`src/rtl/tlul_sram_responder.sv`:
```
// TL-UL device endpoint that turns A-channel Get/Put requests into single-port SRAM
// accesses and returns in-order D-channel responses through a small tracking FIFO.
package tlul_pkg;
  typedef struct packed {
    logic        a_valid;
    logic [2:0]  a_opcode;
    logic [2:0]  a_param;
    logic [1:0]  a_size;
    logic [7:0]  a_source;
    logic [31:0] a_address;
    logic [3:0]  a_mask;
    logic [31:0] a_data;
    logic [15:0] a_user;
    logic        d_ready;
  } tl_h2d_t;

  typedef struct packed {
    logic        d_valid;
    logic [2:0]  d_opcode;
    logic [2:0]  d_param;
    logic [1:0]  d_size;
    logic [7:0]  d_source;
    logic        d_sink;
    logic [31:0] d_data;
    logic [15:0] d_user;
    logic        d_error;
    logic        a_ready;
  } tl_d2h_t;
endpackage

module tlul_sram_responder #(
  parameter int SramAw      = 10,
  parameter int Outstanding = 2
) (
  input  logic              clk_i,
  input  logic              rst_ni,
  input  tlul_pkg::tl_h2d_t tl_i,
  output tlul_pkg::tl_d2h_t tl_o,
  output logic              req_o,
  output logic              we_o,
  output logic [SramAw-1:0] addr_o,
  output logic [31:0]       wdata_o,
  output logic [31:0]       wmask_o,
  input  logic [31:0]       rdata_i
);

  localparam int PtrW = (Outstanding > 1) ? $clog2(Outstanding) : 1;
  localparam int CntW = $clog2(Outstanding + 1);

  typedef struct packed {
    logic        rsp_op;
    logic [1:0]  size;
    logic [7:0]  source;
    logic        error;
    logic        is_read;
    logic        has_data;
    logic [31:0] data;
  } entry_t;

  entry_t            fifo_q [Outstanding];
  logic [PtrW-1:0]   wptr_q, rptr_q, rd_idx_q;
  logic [CntW-1:0]   count_q;
  logic              rd_pend_q;

  logic a_ready, accept, push, pop, is_get, err, good;
  logic op_err, size_err, align_err, range_err, pfd_err;
  logic bypass, d_valid;
  entry_t new_entry, head;
  logic unused_sig;

  function automatic logic [PtrW-1:0] ptr_inc(input logic [PtrW-1:0] p);
    return (p == PtrW'(Outstanding - 1)) ? '0 : p + 1'b1;
  endfunction

  assign unused_sig = ^{tl_i.a_param, tl_i.a_user};

  assign a_ready = (count_q < CntW'(Outstanding));
  assign accept  = tl_i.a_valid && a_ready;
  assign is_get  = (tl_i.a_opcode == 3'd4);

  always_comb begin
    op_err    = !(tl_i.a_opcode == 3'd0 || tl_i.a_opcode == 3'd1 || is_get);
    size_err  = (tl_i.a_size > 2'd2);
    align_err = (tl_i.a_size == 2'd1 && tl_i.a_address[0]) ||
                (tl_i.a_size == 2'd2 && tl_i.a_address[1:0] != 2'b00);
    range_err = (tl_i.a_address[31:SramAw+2] != '0);
    pfd_err   = (tl_i.a_opcode == 3'd0) && (tl_i.a_size != 2'd2 || tl_i.a_mask != 4'hF);
    err       = op_err || size_err || align_err || range_err || pfd_err;
  end

  assign good = accept && !err;
  assign push = accept;

  // Gated by rst_ni so the strobe falls the instant reset is asserted.
  assign req_o   = rst_ni && good;
  assign we_o    = req_o && !is_get;
  assign addr_o  = req_o ? tl_i.a_address[SramAw+1:2] : '0;
  assign wdata_o = req_o ? tl_i.a_data : '0;

  for (genvar gi = 0; gi < 4; gi++) begin : g_wmask
    assign wmask_o[8*gi +: 8] = {8{req_o && tl_i.a_mask[gi]}};
  end

  always_comb begin
    new_entry          = '0;
    new_entry.rsp_op   = is_get;
    new_entry.size     = tl_i.a_size;
    new_entry.source   = tl_i.a_source;
    new_entry.error    = err;
    new_entry.is_read  = is_get;
    new_entry.has_data = err || !is_get;
  end

  assign head = fifo_q[rptr_q];
  // Read data arrives the cycle after the access; forward it so a read answers at accept+1.
  assign bypass  = rd_pend_q && (rd_idx_q == rptr_q);
  assign d_valid = (count_q != '0) && (head.has_data || bypass);
  assign pop     = d_valid && tl_i.d_ready;

  always_comb begin
    tl_o         = '0;
    tl_o.a_ready = a_ready;
    if (d_valid) begin
      tl_o.d_valid  = 1'b1;
      tl_o.d_opcode = {2'b00, head.rsp_op};
      tl_o.d_size   = head.size;
      tl_o.d_source = head.source;
      tl_o.d_error  = head.error;
      if (head.is_read) begin
        if (head.error)         tl_o.d_data = 32'hFFFF_FFFF;
        else if (head.has_data) tl_o.d_data = head.data;
        else                    tl_o.d_data = rdata_i;
      end
    end
  end

  always_ff @(posedge clk_i or negedge rst_ni) begin
    if (!rst_ni) begin
      count_q   <= '0;
      wptr_q    <= '0;
      rptr_q    <= '0;
      rd_pend_q <= 1'b0;
      rd_idx_q  <= '0;
      for (int i = 0; i < Outstanding; i++) fifo_q[i] <= '0;
    end else begin
      if (push) begin
        fifo_q[wptr_q] <= new_entry;
        wptr_q         <= ptr_inc(wptr_q);
      end
      // The slot being captured is never the one pushed this cycle.
      if (rd_pend_q) begin
        fifo_q[rd_idx_q].data     <= rdata_i;
        fifo_q[rd_idx_q].has_data <= 1'b1;
      end
      rd_pend_q <= good && is_get;
      rd_idx_q  <= wptr_q;
      if (pop) rptr_q <= ptr_inc(rptr_q);
      count_q <= count_q + CntW'(push) - CntW'(pop);
    end
  end

endmodule
```
`config.mk`:
```
export PLATFORM = sky130hd
export DESIGN_NAME = tlul_sram_responder
export DESIGN_NICKNAME = d
export VERILOG_FILES = /design/src/rtl/tlul_sram_responder.sv
export SDC_FILE = /design/constraint.sdc
export NUM_CORES = 1
export LEC_CHECK = 0
export ABC_AREA = 1
export ABC_CLOCK_PERIOD_IN_PS = 2800
export BUFFER_PORTS_ARGS = -buffer_cell sky130_fd_sc_hd__buf_4
export CAP_MARGIN = 0
export CORE_ASPECT_RATIO = 0.9
export CORE_UTILIZATION = 35
export DETAILED_ROUTE_END_ITERATION = 7
export REMOVE_ABC_BUFFERS = 1
export SETUP_SLACK_MARGIN = 0.02
export SYNTH_ARGS = -nofsm -noshare
export SYNTH_HDL_FRONTEND = slang
export SYNTH_SLANG_ARGS = --single-unit
export TNS_END_PERCENT = 100
```
`constraint.sdc`:
```
create_clock -name clk_i -period 2.8 [get_ports clk_i]
set_input_delay 0.28 -clock clk_i [delete_from_list [all_inputs] [get_ports clk_i]]
set_output_delay 0.28 -clock clk_i [all_outputs]
set_load 0.03 [all_outputs]
```
==> metrics <==
grt ovf 0; CTS tree yes; initial antenna violation count 0; initial drt markers 350; Worst Tran Pin Value between 1000 and 1500 ps; post-synthesis xor/xnor area fraction less than 1%; CP Launch Type flip-flop; Antenna diodes 0; status finished, violations left; Fill cells about 1700; Routed wire per std cell 14.41 um; Placed Cells about 1200; Cell variety after synth 28; Place WS 553.1 ps; area grow syn2layout 33.09%; cts bufs inserted 9; fin crit period between 2000 and 2500 ps; worst path required time approximately 2500 ps; kind of critical path flip-flop to output pin; power per cell area 847.5 mW/mm^2; Placeable Area between 0.015 and 0.02 mm^2; mux cell area share after synthesis 0%; fraction of registers with async set/reset 100.0%; fin crit share 88.97%; post-synthesis compound-gate area fraction 14.38%; largest family of logic cells by synthesized area simple AND/OR/NAND/NOR gates; number of global-route vias before repair ~5200; Avg Inst Size Synth 7.111 um^2; Critical Path Max Stage Delay ~400 ps; DIE AREA approximately 0.017 mm^2; prevailing post-synth register cell dfrtp_1; # setup viols final 0; Clock Sinks 96; highest clock rate 401.4 MHz; cell area after synthesis between 0.005 and 0.006 mm^2; register area share after synthesis around two fifths; CTS H-tree lvls 3; I/O Buffers 238; maximum vdd drop roughly 0.58 mV; drt pass-1 iters 7; Die Span X between 100 and 150 um; via count around 5600; Die Ht between 100 and 150 um; Worst-Skew Late Latency 340 ps; Vias/cell 4.587; final wirelength between 15000 and 20000 um; num ports 280; Max Root-Sink Buffers 2; DRC 24; Initial Utilization 35.95%; final worst slack roughly 310 ps; multi-input gate area in the final layout between 0.002 and 0.0025 mm^2; Setup TNS 0 ps; Yosys reg bits 96; failing checks DRC; LEAKAGE roughly 4.3 nW; Simple-Gate Fraction of Synth Area around 26%; post-route ant nets 0; post-synthesis adder-cell area fraction less than 1%; Final Hold Viols 0; RSZ-0062 raised after global routing no; hold_ws between 15 and 20 ps; CP endpoint kind output pin; number of synthesized flops with an enable pin 0; clock root buffer clkbuf_16; Syn. warnings 0; Max-cap violations 0; total power draw 0.006585 W; Detailed Place HPWL 12400 um; RePlAce Congestion about 0.8; overall global routing resource usage a little over 20%; maximum fanout along the worst path 32; CP arrival ~2200 ps; max-slew violations 0; floorplan row count 44; CTS Hold Bufs 0; Post-CTS Setup Inserts 0; CP max-delay cell dfrtp_2; first-pass GRT wire length 27610 um; largest net degree at the start of global routing 66; Clock Pin Slew Worst Setup and Hold Paths around 70 ps; Net count, final between 1000 and 1500; Rel. slew slack between 30% and 40%; worst min path class input port to asynchronous set/reset pin; Gate Count Post-Synth 821; Finished Layout Cells between 1000 and 1500; post-cts resize count 0; share of layout cells above drive strength 1 a little under 30%; Clock Skew roughly 11 ps; Reg area around 0.0024 mm^2; Cell Chain, Critical Path buf_4, nand3_1, nand3_1, nor2_2, inv_4, nor2_1, buf_4
[path summary, 6_finish.rpt]
check | startpoint | end | slack (ps) | cells past startpoint
worst min register to register | flip-flop | flip-flop | 480 | 2
worst max register to register | rptr_q | count_q[1] | 590 | 9
worst min-delay path | rst_ni | asynchronous set/reset pin | 20 | 2
min in group clk_i | tl_i[86] | flip-flop | 220 | 3
worst max-delay path | rptr_q | tl_o[47] | 310 | 7
max in group asynchronous | rst_ni | fifo_q[52] | 1630 | 3
[per-stage QoR]
step / utilization, % / area [um^2]
after floorplan: - / 5266
after global placement: 45.94 / 7461
after detailed placement: 45.94 / 7461
after CTS: 47.83 / 7767
after global routing: 47.84 / 7770
final: 47.84 / 7770
[logic make-up after synthesis]
logic type      count (synthesis)
simple gates                  345
buf+inv                       208
compound gates                166
flops                          96
xor+xnor                        3
fa+ha+maj                       2
other cells                     1
[worst max-delay path, delay by kind of cell, from the launching register on]
family        cells  cell delay, ps
simple gates      4             900
buf+inv           3             550
flops             1             400
[layer usage]
layer	global-route usage (%)	share of wire, %
met4	7.667	2.1
met1	24.62	41
met2	35.71	50
met3	4.306	6.1
met5	0	0
[cell usage after synthesis (3+ instances only)]
cell type    n  share of area, %
inv_2        3              0.19
buf_6        6               1.2
clkbuf_1    24               1.5
o21ai_0    116               9.9
dfrtp_1     96                41
a21oi_1     42               3.6
inv_1      101               6.5
nand3_1     68               5.8
buf_4       52               6.7
buf_2       19               1.6
nor2_1      79               5.1
nand2_1    171                11
nor2_2      13               1.4
o21ai_1      5              0.43
nor2_4       9               1.7
[cells in the final DEF (no fill, tap or decap), types with 2 or more instances in the layout]
cell	instances
o21ai_1	5
clkinv_4	2
clkbuf_16	9
conb_1	22
a21oi_1	42
nand3_1	67
o21ai_0	116
nand3_2	2
nor2_1	79
ha_1	2
nand2_2	2
inv_2	2
nor2_2	13
buf_4	250
inv_1	101
a21boi_0	2
dfrtp_1	95
nand2_1	169
nor2_4	9
xor2_1	2
buf_12	2
[final cells by class]
class                           count  area share, %
Clock buffer                       11          3.124
Timing Repair Buffer              252          24.67
Multi-Input combinational cell    538          32.01
Tap cell                          207          3.333
Sequential cell                    96          30.93
Clock inverter                      5         0.8213
Inverter                          105          5.105
[power by group]
group | total, W | internal [W] | switching [W] | leakage [nW]
Sequential | 0.00175 | 0.00162 | 0.000123 | 1.29
Clock | 0.00126 | 0.000724 | 0.000534 | 0.146
Combinational | 0.00358 | 0.00116 | 0.00242 | 2.86
Total | 0.00659 | 0.00351 | 0.00308 | 4.30
(Power assumes the default switching activity.)
